==> config.mk <==
export PLATFORM = sky130hd
export DESIGN_NAME = lcd_frame_ctrl
export DESIGN_NICKNAME = d
export VERILOG_FILES = /design/src/rtl/lcd_pkg.sv /design/src/rtl/lcd_gap_timer.sv /design/src/rtl/lcd_frame_ctrl.sv
export SDC_FILE = /design/constraint.sdc
export NUM_CORES = 1
export LEC_CHECK = 0
export ABC_AREA = 1
export ABC_CLOCK_PERIOD_IN_PS = 4100
export BUFFER_PORTS_ARGS = -buffer_cell sky130_fd_sc_hd__buf_2
export CAP_MARGIN = 0
export CORE_UTILIZATION = 35
export CTS_BUF_LIST = sky130_fd_sc_hd__clkbuf_2
export DETAILED_ROUTE_END_ITERATION = 10
export PLACE_DENSITY = 0.56
export SYNTH_ARGS = -nofsm -noshare
export SYNTH_HDL_FRONTEND = slang
export SYNTH_HIERARCHICAL = 1
export SYNTH_SLANG_ARGS = --single-unit
export TNS_END_PERCENT = 50
==> constraint.sdc <==
create_clock -name clk -period 4.1 [get_ports clk]
set_input_delay 0.82 -clock clk [delete_from_list [all_inputs] [get_ports clk]]
set_output_delay 0.82 -clock clk [all_outputs]
set_load 0.1 [all_outputs]
==> src/rtl/lcd_pkg.sv <==
// Shared types and constants for the LCD frame controller.
package lcd_pkg;

    typedef enum logic [2:0] {
        ST_IDLE,
        ST_INIT,
        ST_ADDR,
        ST_FETCH,
        ST_DATA,
        ST_GAP
    } state_t;

    // Controller init list, entry 0 first: function set, display on, entry mode, clear.
    localparam logic [7:0][7:0] INIT_CMD = {8'h00, 8'h00, 8'h00, 8'h00,
                                            8'h01, 8'h06, 8'h0C, 8'h38};

    // DDRAM start address of each display line, line 0 first.
    localparam logic [3:0][7:0] LINE_BASE = {8'h54, 8'h14, 8'h40, 8'h00};

    localparam logic [7:0] CMD_SET_DDRAM = 8'h80;

    localparam logic RS_CMD  = 1'b0;
    localparam logic RS_DATA = 1'b1;

    // Set-DDRAM-address command that moves the cursor to column 0 of a line.
    function automatic logic [7:0] line_addr_cmd(input logic [1:0] line);
        return CMD_SET_DDRAM | LINE_BASE[line];
    endfunction

endpackage

==> src/rtl/lcd_gap_timer.sv <==
// Loadable down-counter measuring the idle gap between refreshed frames.
module lcd_gap_timer #(
    parameter int GAP_CYCLES = 1000
) (
    input  logic clk,
    input  logic rst,
    input  logic load,
    input  logic enable,
    output logic expired
);

    localparam int CNT_W = $clog2(GAP_CYCLES + 1);

    logic [CNT_W-1:0] count;

    // Load the full gap length, then count down while enabled and stop at zero.
    always_ff @(posedge clk or negedge rst) begin
        if (!rst) begin
            count <= '0;
        end else if (load) begin
            count <= CNT_W'(GAP_CYCLES);
        end else if (enable && (count != '0)) begin
            count <= count - CNT_W'(1);
        end
    end

    assign expired = (count == '0);

endmodule

==> src/rtl/lcd_frame_ctrl.sv <==
// Sequencer that initialises the LCD once and then refreshes the character
// frame line by line through the byte write engine.
module lcd_frame_ctrl
    import lcd_pkg::*;
#(
    parameter int LINES       = 2,
    parameter int COLS        = 16,
    parameter int INIT_CMD_NO = 4,
    parameter int GAP_CYCLES  = 1000,
    parameter int ADDR_W      = 7
) (
    input  logic              clk,
    input  logic              rst,
    input  logic              refresh_req,
    input  logic              cont_mode,
    output logic [ADDR_W-1:0] rd_addr,
    input  logic [7:0]        rd_data,
    output logic              wr_valid,
    input  logic              wr_ready,
    output logic              wr_rs,
    output logic [7:0]        wr_data,
    output logic              init_done,
    output logic              busy,
    output logic              frame_done
);

    localparam int LINE_W = (LINES > 1) ? $clog2(LINES) : 1;
    localparam int COL_W  = (COLS > 1) ? $clog2(COLS) : 1;

    localparam logic [LINE_W-1:0] LINE_LAST = LINE_W'(LINES - 1);
    localparam logic [COL_W-1:0]  COL_LAST  = COL_W'(COLS - 1);
    localparam logic [2:0]        CMD_LAST  = 3'(INIT_CMD_NO - 1);

    state_t            state;
    logic [2:0]        cmd_idx;
    logic [LINE_W-1:0] line;
    logic [LINE_W-1:0] next_line;
    logic [COL_W-1:0]  col;
    logic [COL_W-1:0]  next_col;
    logic [ADDR_W-1:0] next_addr;
    logic              pending;
    logic              xfer;
    logic              last_char;
    logic              gap_load;
    logic              gap_enable;
    logic              gap_expired;
    logic              restart;

    assign xfer       = wr_valid & wr_ready;
    assign last_char  = (line == LINE_LAST) && (col == COL_LAST);
    assign gap_load   = (state == ST_DATA) && xfer && last_char;
    assign gap_enable = (state == ST_GAP);
    assign restart    = (gap_expired && cont_mode) || pending || refresh_req;

    // Frame position following the current character, wrapping to 0/0 after the last one.
    always_comb begin
        next_col  = col + COL_W'(1);
        next_line = line;
        if (col == COL_LAST) begin
            next_col  = '0;
            next_line = (line == LINE_LAST) ? '0 : line + LINE_W'(1);
        end
        next_addr = ADDR_W'(next_line) * ADDR_W'(COLS) + ADDR_W'(next_col);
    end

    lcd_gap_timer #(
        .GAP_CYCLES (GAP_CYCLES)
    ) u_gap_timer (
        .clk     (clk),
        .rst     (rst),
        .load    (gap_load),
        .enable  (gap_enable),
        .expired (gap_expired)
    );

    // Main sequencer; rd_addr moves to the next character as soon as the current
    // one is captured, so the synchronous buffer has it ready by the end of FETCH.
    always_ff @(posedge clk or negedge rst) begin
        if (!rst) begin
            state      <= ST_IDLE;
            cmd_idx    <= '0;
            line       <= '0;
            col        <= '0;
            rd_addr    <= '0;
            wr_valid   <= 1'b0;
            wr_rs      <= RS_CMD;
            wr_data    <= '0;
            init_done  <= 1'b0;
            busy       <= 1'b0;
            frame_done <= 1'b0;
            pending    <= 1'b0;
        end else begin
            frame_done <= 1'b0;
            if (refresh_req && busy) begin
                pending <= 1'b1;
            end
            case (state)
                ST_IDLE: begin
                    state    <= ST_INIT;
                    cmd_idx  <= '0;
                    busy     <= 1'b1;
                    wr_valid <= 1'b1;
                    wr_rs    <= RS_CMD;
                    wr_data  <= INIT_CMD[0];
                end
                ST_INIT: begin
                    if (xfer) begin
                        cmd_idx <= cmd_idx + 3'd1;
                        if (cmd_idx == CMD_LAST) begin
                            init_done <= 1'b1;
                            line      <= '0;
                            col       <= '0;
                            state     <= ST_ADDR;
                            wr_data   <= line_addr_cmd(2'd0);
                        end else begin
                            wr_data <= INIT_CMD[cmd_idx + 3'd1];
                        end
                    end
                end
                ST_ADDR: begin
                    if (xfer) begin
                        state    <= ST_FETCH;
                        wr_valid <= 1'b0;
                    end
                end
                ST_FETCH: begin
                    state    <= ST_DATA;
                    wr_valid <= 1'b1;
                    wr_rs    <= RS_DATA;
                    wr_data  <= rd_data;
                    rd_addr  <= next_addr;
                end
                ST_DATA: begin
                    if (xfer) begin
                        if (col != COL_LAST) begin
                            col      <= next_col;
                            state    <= ST_FETCH;
                            wr_valid <= 1'b0;
                        end else if (line != LINE_LAST) begin
                            col     <= '0;
                            line    <= next_line;
                            state   <= ST_ADDR;
                            wr_rs   <= RS_CMD;
                            wr_data <= line_addr_cmd(2'(next_line));
                        end else begin
                            frame_done <= 1'b1;
                            line       <= '0;
                            col        <= '0;
                            state      <= ST_GAP;
                            wr_valid   <= 1'b0;
                            busy       <= 1'b0;
                        end
                    end
                end
                ST_GAP: begin
                    if (restart) begin
                        state    <= ST_ADDR;
                        line     <= '0;
                        col      <= '0;
                        busy     <= 1'b1;
                        pending  <= 1'b0;
                        wr_valid <= 1'b1;
                        wr_rs    <= RS_CMD;
                        wr_data  <= line_addr_cmd(2'd0);
                    end
                end
                default: begin
                    state <= ST_IDLE;
                end
            endcase
        end
    end

endmodule

* Yosys cells after proc, flatten, opt, wreduce, memory -nomap -nowiden
Memory sizes are Yosys's and may differ from the RTL's.
Index checks and enable logic that the tools add are counted.
Widths: inputs -> output; s select.
** Word-level totals
- Register bits :: 42
- ROM bits :: 64
- Input bits :: 13
- Output and inout port bits :: 20
- Logic and storage cells :: 125
- Memories kept :: 1
** Cells by class
- Add/sub/neg operators :: 5
- $lt $le $gt $ge :: 2
- Eq/ne operators :: 17
- Muxes and demuxes :: 58
- Bitwise operators :: 1
- Reduce and logical (&&, ||, !) cells :: 28
** Memories
- (name not given) :: words 8, width 8, rd ports 1, clocked after memory_dff 0, wr ports 0, RTL line lcd_frame_ctrl.sv:116 : wr_data <= INIT_CMD[cmd_idx + 3'd1];
** Operators by type and width (number)
- $mux 8 :: 7
- $pmux 8 s5 :: 1
- $mux 1 :: 25
- $reduce_and 5->1 :: 5
- $mux 3 :: 8
- $mux 4 :: 6
- $mux 10 :: 2
- $pmux 3 s6 :: 1
- $ne 2x2->1 const B :: 8
- $mux 7 :: 2
- $pmux 4 s3 :: 1
- $reduce_and 6->1 :: 2
- $logic_not 10->1 :: 1
- $reduce_bool 10->1 :: 1
- $sub 10x1->10 const B :: 1
- $eq 3x2->1 const B :: 3
- $pmux 1 s4 :: 2
- $reduce_bool 4->1 :: 2
- $add 5x4->6 :: 1
- $eq 3x3->1 const B :: 2
- $logic_and 1x1->1 :: 6
- $pmux 1 s3 :: 2
- $pmux 3 s2 :: 1
- $reduce_bool 3->1 :: 2
- 17 further kinds :: 19

* Logic depth before layout (Yosys ltp)
Gate-level depths: netlist of the first run.
- Word-level depth :: 9
- Mapped depth :: 13
- Depth with buffers taken out :: 13

* Modules after synthesis
The synthesis of the first run kept the hierarchy.
** By module, submodules not included
- lcd_frame_ctrl :: times used 1, cells an instance 258, area an instance 1915.6 µm², seq. area each 750.7 µm²
- lcd_gap_timer :: times used 1, cells an instance 95, area an instance 686.9 µm², seq. area each 250.2 µm²

* Least setup slack after synthesis of the first run
Ideal clock, no wire load.
- Path type :: register to register
- Start point :: reg wr_valid
- End point :: reg u_gap_timer.count[2]
- Setup time :: 0.118 ns
- Arrival time :: 2.122 ns
- Required time :: 3.982 ns
- Setup slack :: 1.860 ns
- Stages on the path, launching flop included :: 7
- Path buffers :: 1
- Clock period less this slack :: 2.240 ns
- Cells stage by stage :: dfrtp_1 -> nand2_1 -> nor3_1 -> inv_2 -> clkbuf_1 -> nand4_1 -> nand2_1
** Between the ends
- Longest elaborated chain between the ends :: 4
- Elaborated cells between the ends (all ways) :: 5
- Those cells by class :: mux: 1; bitwise: 1; reduce/logical: 3
** RTL lines
- from (decl) :: RTL line lcd_frame_ctrl.sv:18 : output logic wr_valid,
- from (signal assigned) :: RTL line lcd_frame_ctrl.sv:85 : wr_valid <= 1'b0;
- from (signal assigned) :: RTL line lcd_frame_ctrl.sv:102 : wr_valid <= 1'b1;
- from (signal assigned) :: RTL line lcd_frame_ctrl.sv:123 : wr_valid <= 1'b0;
- $and 1x1->1 * :: RTL line lcd_frame_ctrl.sv:49 : assign xfer = wr_valid & wr_ready;
- $logic_and 1x1->1 * (2 in series) :: RTL line lcd_frame_ctrl.sv:51 : assign gap_load = (state == ST_DATA) && xfer && last_char;
- via gap_load :: RTL line lcd_frame_ctrl.sv:44 : logic gap_load;
- $mux 10 / $reduce_bool 2->1 (equally long branches)
- to (signal assigned) :: RTL line lcd_gap_timer.sv:21 : count <= CNT_W'(GAP_CYCLES);
- to (signal assigned) :: RTL line lcd_gap_timer.sv:23 : count <= count - CNT_W'(1);
- to (decl) :: RTL line lcd_gap_timer.sv:14 : logic [CNT_W-1:0] count;
The timed path passes the listed nets; every way through them passes the cells marked *.
A chain may end at the register's enable or synchronous reset.

* Worst setup path in the final report of the first run
- Start point :: reg col[0]
- End point :: reg u_gap_timer.count[1]
** Between the ends
- Longest elaborated chain between the ends :: 4
- Elaborated cells between the ends (all ways) :: 5
- Those cells by class :: eq/ne: 1; mux: 1; reduce/logical: 3
** RTL lines
- from (decl) :: RTL line lcd_frame_ctrl.sv:38 : logic [COL_W-1:0] col;
- from (signal assigned) :: RTL line lcd_frame_ctrl.sv:136 : col <= next_col;
- $eq 4x4->1 * :: RTL line lcd_frame_ctrl.sv:50 : assign last_char = (line == LINE_LAST) && (col == COL_LAST);
- $logic_and 1x1->1 * :: RTL line lcd_frame_ctrl.sv:50
- $logic_and 1x1->1 * :: RTL line lcd_frame_ctrl.sv:51
- via gap_load :: RTL line lcd_frame_ctrl.sv:44
- $mux 10 / $reduce_bool 2->1 (equally long branches)
Marked as above.

==> reports/metrics.yaml, run 1 <==
outcome: "finished, final reports clean"
route.vias.total: 2348
r2r_setup_slack_ns: 1.76
drive_gt1_share_pct: 17.5
wl_per_cell_um: 12.3
dpl-instance-area_um2: 2820
drt-met1-wl_um: 2930
slew_violations: 0
synth_area_leaders: "dfrtp_1 (38%), nand2_1 (17%), nand3_1 (8.1%)"
total_power_mw: 2.35
period_share_pct: 57.0
die_width_um: 88.2
synthSimpleGateAreaFrac_pct: 42.0
track_usage_pct: 16.8
drt-pass1-iter-count: 4
area_growth_pct: 10.8
die_h_um: 88.2
htree_levels: 2
ios: 33
fin_cells: 482
grt_max_degree: 41
cp_max_fo: 19
grt_pass1_wl_um: 10200
wl_met2_um: 2730
synthXorXnorAreaFrac_pct: 0.673
worst_pin_slew_ns: 0.927
place_inst: 474
period_minus_slack_ns: 2.34
post_cts_resized: 0
num_antenna_cells: 0
hp-class: "in -> async"
fp.coreArea_um2: 7210
clk_latency_ns: 0.42
avgSynthCellArea_um2: 7.37
wl_met3_um: 189
wl_um: 5940
fin_util_pct: 40.0
cts_hold_buf: 0
synth-compound-area-share_pct: 5.91
drc: 0
hold_violations: 0
worst_slew_margin_rel_pct: 38.2
highest_layer: "met4"
fin_skew_ns: 0.0254
final_cell_mix: "nand2_1 (117), nand3_1 (42), dfrtp_1 (40), buf_2 (30), nor2_1 (29)"
viasPerCell: 4.87
clockBufferDepth: 2
synth-adder-area-share_pct: 5.29
antenna_left: 0
layout.nets: 406
drt_iter0_drc: 90
r2r-start: "col[0]"
start_kind: "flop"
powerDensity_nw_per_um2: 816
final_cell_area_um2: 2880
synth_mux_area_share_pct: 0
ys_ff_latch: 40
yosysTopAreaCell: "dfrtp_1"
leakage_nw: 1.53
yosysWarningCount: 6
cts_tree: "yes"
grt_pass1_vias: 2217
crit_path_end_kind: "flop"
gp_congestion: 0.861
crit_type: "reg -> reg"
final_common_cell: "nand2_1"
r2r_cells: 10
die-area_um2: 7780
gr-total-overflow: 0
setup_viol: 0
clock-root-buffer: "clkbuf_2"
synth_top_area_share_pct: 38.5
ys_types: 33
tns_ns: 0
arrival_ns: 2.70
rsz0062_at_grt: "false"
required_ns: 4.46
synthCells: 353
antenna_found_initial: 0
dp_hpwl_um: 4310
cts.reportedPaths.clkPinSlew_ns: 0.24
cts_buffers: 5
postCtsSetupBuffers: 0
cts.sinks: 40
synth_area_um2: 2600
nFillCells: 788
synth-seq-area-share_pct: 38.5
num_rows: 31
ir_drop_uv: 372
r2r-end: "u_gap_timer/count[1]"
synth_top_family_by_area: "simple AND/OR/NAND/NOR gates"
max_clock_freq_mhz: 428
io_buffers: 30
drv_cap: 0
start_util_pct: 36.1
[synthesized netlist by cell type]
master and number:
nand2_1 117, nand3_1 42, dfrtp_1 40, nor2_1 29
inv_1 24, o21ai_0 18, nand4_1 12, ha_1 11
inv_2 7, a21oi_1 6, nand3_2 5, buf_4 4
nor2_2 4, nor2_4 4, o21ai_1 4, buf_6 2
clkbuf_1 2, clkinv_1 2, nand2_2 2, nand2_4 2
nand3_4 2, nor3_1 2, or2_1 2, buf_2 1
conb_1 1, inv_4 1, nand2_8 1, nand3b_1 1
nor2_8 1, o21bai_1 1, o22ai_1 1, xnor2_1 1
xor2_1 1
[critical path, stage by stage, from the launching register on]
cell	delay [ns]
dfrtp_1	0.45
ha_1	0.22
nand2_1	0.08
nor2_1	0.42
ha_1	0.24
inv_1	0.06
nor3_1	0.29
inv_2	0.23
nand2_4	0.17
nand2_1	0.06
nand2_1	0.05
[metrics by stage]
| step | hold WS [ns] | worst slack (ns) |
|---|---|---|
| finish | 0.489 | 1.76 |
| global route | 0.531 | 1.45 |
| CTS | 0.503 | 1.76 |
| detailed placement | 0.454 | 1.83 |
| global placement | 0.454 | 1.88 |
| floorplan | 0.465 | 1.86 |
[layout make-up]
type,count,area (um2),area share [%]
multi-input cells,271,1410,48.9
clock inverters,3,42.5,1.48
clock buffers,5,25.0,0.868
flip-flops and latches,40,1000,34.7
well taps,99,124,4.30
repair buffers,30,150,5.21
inverters,34,130,4.51
[where the power goes]
part           internal (mW)  switching, mW  total [mW]
clock                  0.102          0.146       0.248
combinational          0.359           1.05        1.41
sequential             0.533          0.162       0.695
total                  0.995           1.36        2.35
[flip-flops by register name (all words and copies together), names as in the netlist]
name / cells
frame_done: 1
wr_valid: 1
cmd_idx: 3
col: 4
busy: 1
init_done: 1
pending: 1
u_gap_timer/count: 10
wr_rs: 1
line: 1
rd_addr: 5
wr_data: 8
state: 3
[kinds of logic (layout without fill, tap and decap cells)]
| kind of cell | Yosys count | in the layout |
|---|---|---|
| other | 1 | 2 |
| DFF | 40 | 40 |
| adders and majority gates | 11 | 11 |
| AOI/OAI and AO/OA | 30 | 30 |
| buffers and inverters | 43 | 72 |
| xor gates and xnor gates | 2 | 2 |
| and+or+nand+nor | 226 | 226 |
[worst max path at each step]
stage	from	end	slack, ns	cells after the start
after floorplan	wr_valid	u_gap_timer/count[2]	1.86	6
after global placement	col[0]	u_gap_timer/count[3]	1.88	10
after detailed placement	col[0]	u_gap_timer/count[3]	1.83	10
after CTS	col[0]	u_gap_timer/count[1]	1.76	10
after global routing	col[0]	u_gap_timer/count[1]	1.45	10
final	col[0]	u_gap_timer/count[1]	1.76	10
[routing by layer]
layer  vias to the layer above  track usage (%)
met5                         -                0
met3                         9             3.36
met4                         0             5.43
met1                      1109             22.2
li1                       1201                -
met2                        29             27.6
Power figures use the tool's default switching activity.
==> run 2, diff against run 1 <==
- ABC_CLOCK_PERIOD_IN_PS: 4100 -> 2300
- clock period: 4.1 -> 2.3 ns (I/O delays scaled with it)
==> reports/metrics.yaml, run 2 (synthesis results as in run 1) <==
nFillCells: 805  # +2.2%
num_rows: 31  # unchanged
cts_hold_buf: 0  # unchanged
htree_levels: 2  # unchanged
clock-root-buffer: "clkbuf_2"
postCtsSetupBuffers: 0  # unchanged
leakage_nw: 1.54  # +0.28%
wl_um: 5980  # +0.76%
cts.reportedPaths.clkPinSlew_ns: 0.21  # -0.03 ns
drt-pass1-iter-count: 4  # unchanged
die_h_um: 88.2  # unchanged
cts_buffers: 5  # unchanged
fin_skew_ns: 0.0356  # +0.0102 ns
num_antenna_cells: 0  # unchanged
hp-class: "in -> async"
fp.coreArea_um2: 7210  # unchanged
io_buffers: 30  # unchanged
start_kind: "flop"
p_int_mw: 1.67  # +68%
slew_violations: 0  # unchanged
hold_violations: 0  # unchanged
layout.nets: 410  # +0.99%
fin_util_pct: 39.9  # -0.069 points
p_sw_mw: 2.40  # +77%
dp_hpwl_um: 4410  # +2.3%
period_share_pct: 87.8  # +31 points
cp_max_fo: 19  # unchanged
dpl-instance-area_um2: 2850  # +1.1%
grt_pass1_vias: 2189  # -1.3%
pwr-share-clk_pct: 7.2  # -3.4 points
switching_share_pct: 59.0  # +1.3 points
clk_latency_ns: 0.40  # -0.02 ns
track_usage_pct: 17.1  # +0.30 points
antenna_left: 0  # unchanged
top_register: "u_gap_timer/count"
area_growth_pct: 10.6
seq_area_um2: 1000  # unchanged
rsz0062_at_grt: "false"
die-area_um2: 7780  # unchanged
crit_path_end_kind: "flop"
total_power_mw: 4.08  # +73%
tns_ns: 0  # unchanged
ir_drop_uv: 515  # +39%
largestRegisters: "u_gap_timer/count: 10 flops, wr_data: 8 flops, rd_addr: 5 flops"
gr-total-overflow: 0  # unchanged
gp_congestion: 0.867  # +0.74%
worst_slew_margin_rel_pct: 64.6  # +26 points
viasPerCell: 4.79  # -1.7%
post_cts_resized: 0  # unchanged
final_cell_area_um2: 2880  # -0.17%
period_minus_slack_ns: 2.02  # -0.319 ns
outcome: "finished, final reports clean"
drive_gt1_share_pct: 17.6  # +0.12 points
final_common_cell: "nand2_1"
start_util_pct: 36.1  # unchanged
setup_viol: 0  # unchanged
drv_cap: 0  # unchanged
grt_pass1_wl_um: 10300  # +0.41%
ios: 33  # unchanged
combPwrFrac_pct: 63.2  # +3.3 points
cts_tree: "yes"
drt_iter0_drc: 126  # +40%
crit_type: "reg -> reg"
grt_max_degree: 41  # unchanged
die_width_um: 88.2  # unchanged
route.vias.total: 2323  # -1.1%
arrival_ns: 2.30  # -0.40 ns
multi_input_area_um2: 1410  # unchanged
wl_per_cell_um: 12.3  # +0.13%
max_clock_freq_mhz: 495  # +16%
final_cell_mix: "nand2_1 (117), nand3_1 (42), dfrtp_1 (40), buf_2 (30), nor2_1 (29)"
antenna_found_initial: 0  # unchanged
powerDensity_nw_per_um2: 1420  # +74%
cts.sinks: 40  # unchanged
worst_pin_slew_ns: 0.531  # -0.397 ns
holdWs_ns: 0.0711  # -0.418 ns
drc: 0  # unchanged
largest_reg_flops: 10  # unchanged
required_ns: 2.58  # -1.88 ns
clockBufferDepth: 2  # unchanged
pwr-share-seq_pct: 29.6  # about the same
==> run 2: cell types whose count changed in the layout (fill, tap and decap cells not counted) <==
| cell | before | now |
|---|---|---|
| clkinvlp_4 | 1 | 0 |
| clkinv_2 | 1 | 0 |
| buf_4 | 0 | 4 |
| clkinv_1 | 2 | 4 |
| bufinv_16 | 1 | 0 |
==> run 2: final cells by class <==
type / instances / share of cell area (%)
sequential: 40 / 34.8
timing repair buffer: 34 / 6.26
inverter: 34 / 4.52
tap: 99 / 4.30
clock inverter: 2 / 0.261
clock buffer: 5 / 0.870
multi-input combinational: 271 / 49.0
==> run 2: final timing paths <==
path / start / slack (ns) / end / depth (start not counted)
max: col[0] / 0.28 / u_gap_timer/count[0] / 9
min: rst / 0.07 / u_gap_timer/count[7] / 2
max reg2reg: col[0] / 0.28 / u_gap_timer/count[0] / 9
min reg2reg: wr_data[2] / 0.49 / wr_data[2] / 2
max in group asynchronous: rst / 1.83 / u_gap_timer/count[2] / 2
min in group clk: refresh_req / 0.39 / pending / 5
==> run 2: routing by layer <==
layer | up-vias | share of wire (%) | track usage, %
met5 | - | 0 | 0
met4 | 0 | 1.2 | 4.99
met3 | 7 | 2.7 | 4.01
met2 | 35 | 46 | 27.1
met1 | 1076 | 50 | 23.3
li1 | 1205 | - | -
==> run 2: power groups by stage <==
| stage | Combinational (mW) | Clock (mW) | Sequential [mW] |
|---|---|---|---|
| 2_1_floorplan | 1.43 | 0 | 1.91 |
| 3_3_place_gp | 2.57 | 0 | 1.22 |
| 3_5_place_dp | 2.60 | 0 | 1.22 |
| 4_1_cts | 2.60 | 0.319 | 1.21 |
| 5_1_grt | 2.86 | 0.347 | 1.25 |
| 6_report | 2.58 | 0.292 | 1.21 |
==> run 2: critical path, cell delays in order (launching register included) <==
cell and delay, ns:
dfrtp_1 0.44, ha_1 0.22, nand2_1 0.08, nor2_1 0.19, ha_1 0.18, inv_1 0.06
nor3_1 0.28, inv_2 0.22, nand4_1 0.16, nand2_1 0.06
==> run 2: per-stage QoR <==
stage	worst slack [ns]	std cells
after detailed placement	0.257	478
after global routing	0.0643	485
after CTS	0.257	485
after floorplan	0.0599	354
after global placement	0.337	478
final	0.281	485
==> run 3, diff against run 2 <==
- CORE_UTILIZATION: 35 -> 60
- PLACE_DENSITY: 0.56 -> 0.85
==> reports/metrics.yaml, run 3 (synthesis results as in run 1) <==
outcome: "finished, final reports clean"
drt-pass1-iter-count: 4  # unchanged
wl_per_cell_um: 12.5  # +1.4%
die-area_um2: 4600  # -41%
hold_violations: 0  # unchanged
grt_pass1_vias: 2078  # -5.1%
max_clock_freq_mhz: 491  # -0.84%
place_inst: 430  # -10%
ir_drop_uv: 1150  # +120%
p_sw_mw: 2.41  # +0.32%
cts_tree: "yes"
cp_common_cell: "nand2_1"
r2r_setup_slack_ns: 0.26  # -0.02 ns
layout.nets: 412  # +0.49%
combPwrFrac_pct: 62.9  # -0.3 points
num_antenna_cells: 0  # unchanged
switching_share_pct: 59.0  # about the same
fin_cells: 439  # -9.5%
grt_pass1_wl_um: 9380  # -8.7%
crit_type: "reg -> reg"
die_h_um: 67.9  # -23%
fin_skew_ns: 0.0153  # -0.0203 ns
fp.coreArea_um2: 4090  # -43%
viasPerCell: 5.41  # +13%
powerDensity_nw_per_um2: 1440  # +1.7%
seq_area_um2: 1000  # unchanged
track_usage_pct: 27.4  # +10 points
grt.busiest_layer: "met2"
clock-root-buffer: "clkbuf_2"
nFillCells: 353  # -56%
cp_top_family: "simple AND/OR/NAND/NOR gates"
drt_iter0_drc: 156  # +24%
clk_latency_ns: 0.42  # +0.02 ns
largestRegisters: "u_gap_timer/count: 10 flops, wr_data: 8 flops, rd_addr: 5 flops"
post-place-ws_ns: 0.308  # +0.0511 ns
ios: 33  # unchanged
final_cell_mix: "nand2_1 (117), nand3_1 (42), dfrtp_1 (40), buf_2 (30), nor2_1 (29)"
start_util_pct: 63.7  # +28 points
num_rows: 23  # -26%
leakage_nw: 1.55  # +0.99%
antenna_left: 0  # unchanged
cts.sinks: 40  # unchanged
route.vias.total: 2375  # +2.2%
gr-total-overflow: 0  # unchanged
max_stage_delay_ns: 0.44  # about the same
crit_path_end_kind: "flop"
drc: 0  # unchanged
start_kind: "flop"
grt_max_degree: 20  # -51%
top_register: "u_gap_timer/count"
slew_violations: 0  # unchanged
area_growth_pct: 9.13
pwr-share-clk_pct: 7.5  # +0.3 points
drive_gt1_share_pct: 18.3  # +0.64 points
largest_reg_flops: 10  # unchanged
rsz0062_at_grt: "false"
clockBufferDepth: 2  # unchanged
multi_input_area_um2: 1410  # unchanged
postCtsSetupBuffers: 0  # unchanged
pwr-share-seq_pct: 29.7  # about the same
io_buffers: 30  # unchanged
crit_chain: "inv_1 -> ha_1 -> nand2_2 -> nor2_4 -> nand2_4 -> inv_2 -> nand2_1 -> nand2_1 -> nor2_4 -> nor2_8 -> nand3_2 -> nand2_1 -> nand2_1"
die_width_um: 67.9  # -23%
wl_um: 5490  # -8.2%
cp_max_fo: 18  # -1
dp_hpwl_um: 4120  # -6.7%
period_share_pct: 88.5  # +0.74 points
cts.reportedPaths.clkPinSlew_ns: 0.21  # about the same
setup_ws_ns: 0.263  # -0.0171 ns
path_buf_inv: 2  # unchanged
p_int_mw: 1.68  # +0.40%
met2_usage_pct: 42.3  # +15 points
arrival_ns: 2.36  # +0.06 ns
grt_use_met1_pct: 39.1  # +16 points
tns_ns: 0  # unchanged
required_ns: 2.62  # +0.04 ns
htree_levels: 2  # unchanged
drv_cap: 0  # unchanged
use_met3_pct: 5.00  # +0.99 points
cts_buffers: 5  # unchanged
final_common_cell: "nand2_1"
period_minus_slack_ns: 2.04  # +0.0171 ns
hp-class: "in -> reg"
antenna_found_initial: 0  # unchanged
gp_congestion: 0.880  # +1.4%
slowest_stage: "dfrtp_1"
setup_viol: 0  # unchanged
## run 3: changes by cell type in the layout (fill, tap and decap cells not counted), sizes merged
cell	change
dlygate4sd3	+1
clkinv	+1
buf	+1
## run 3: power by group through the flow
stage / registers, mW / clock network [mW] / logic (mW)
6_report: 1.21 / 0.305 / 2.57
3_3_place_gp: 1.22 / 0 / 2.51
3_5_place_dp: 1.22 / 0 / 2.57
5_1_grt: 1.25 / 0.348 / 2.86
4_1_cts: 1.21 / 0.313 / 2.57
2_1_floorplan: 1.91 / 0 / 1.43
## run 3: path summary, 6_finish.rpt
path | from | to | depth (start not counted)
setup reg to reg | u_gap_timer/count[0] | col[2] | 13
hold / removal | refresh_req | pending | 5
setup / recovery | u_gap_timer/count[0] | col[2] | 13
hold reg to reg | wr_rs | wr_rs | 2
max in group asynchronous | rst | col[0] | 3
min in group asynchronous | rst | frame_done | 2
## run 3: cell type report
class | instances | share of cell area [%]
Clock inverter | 3 | 0.485
Timing Repair Buffer | 36 | 6.96
Tap cell | 50 | 2.20
Clock buffer | 5 | 0.881
Multi-Input combinational cell | 271 | 49.6
Sequential cell | 40 | 35.2
Inverter | 34 | 4.58
## run 3: what timing repair did
item	in CTS	in global routing
endpoints found under the hold margin	13	0
gates resized for setup	0	0
hold buffers	1	0
## run 3: stage by stage
step                      hold slack [ns]  util, %  total power, mW  cell area (um2)
after floorplan                     0.164        -             3.34             2610
after global placement              0.377     68.3             3.73             2790
after detailed placement            0.378     68.3             3.79             2790
after CTS                           0.340     69.5             4.10             2840
after global routing                0.342     69.5             4.46             2840
final                               0.342     69.5             4.09             2840
## run 3: layer usage
layer | vias to the layer above | part of all wire (%) | wire length [um]
met3 | 7 | 4.3 | 238
met4 | 0 | 1.1 | 61
met1 | 1108 | 50 | 2730
met5 | - | 0 | 0
li1 | 1209 | - | -
met2 | 51 | 45 | 2470
## run 3: worst register-to-register path: stages, from the launching register on
cell,delay [ns]
dfrtp_1,0.44
inv_1,0.13
ha_1,0.26
nand2_2,0.10
nor2_4,0.14
nand2_4,0.09
inv_2,0.06
nand2_1,0.04
nand2_1,0.11
nor2_4,0.07
nor2_8,0.22
nand3_2,0.15
nand2_1,0.09
nand2_1,0.05
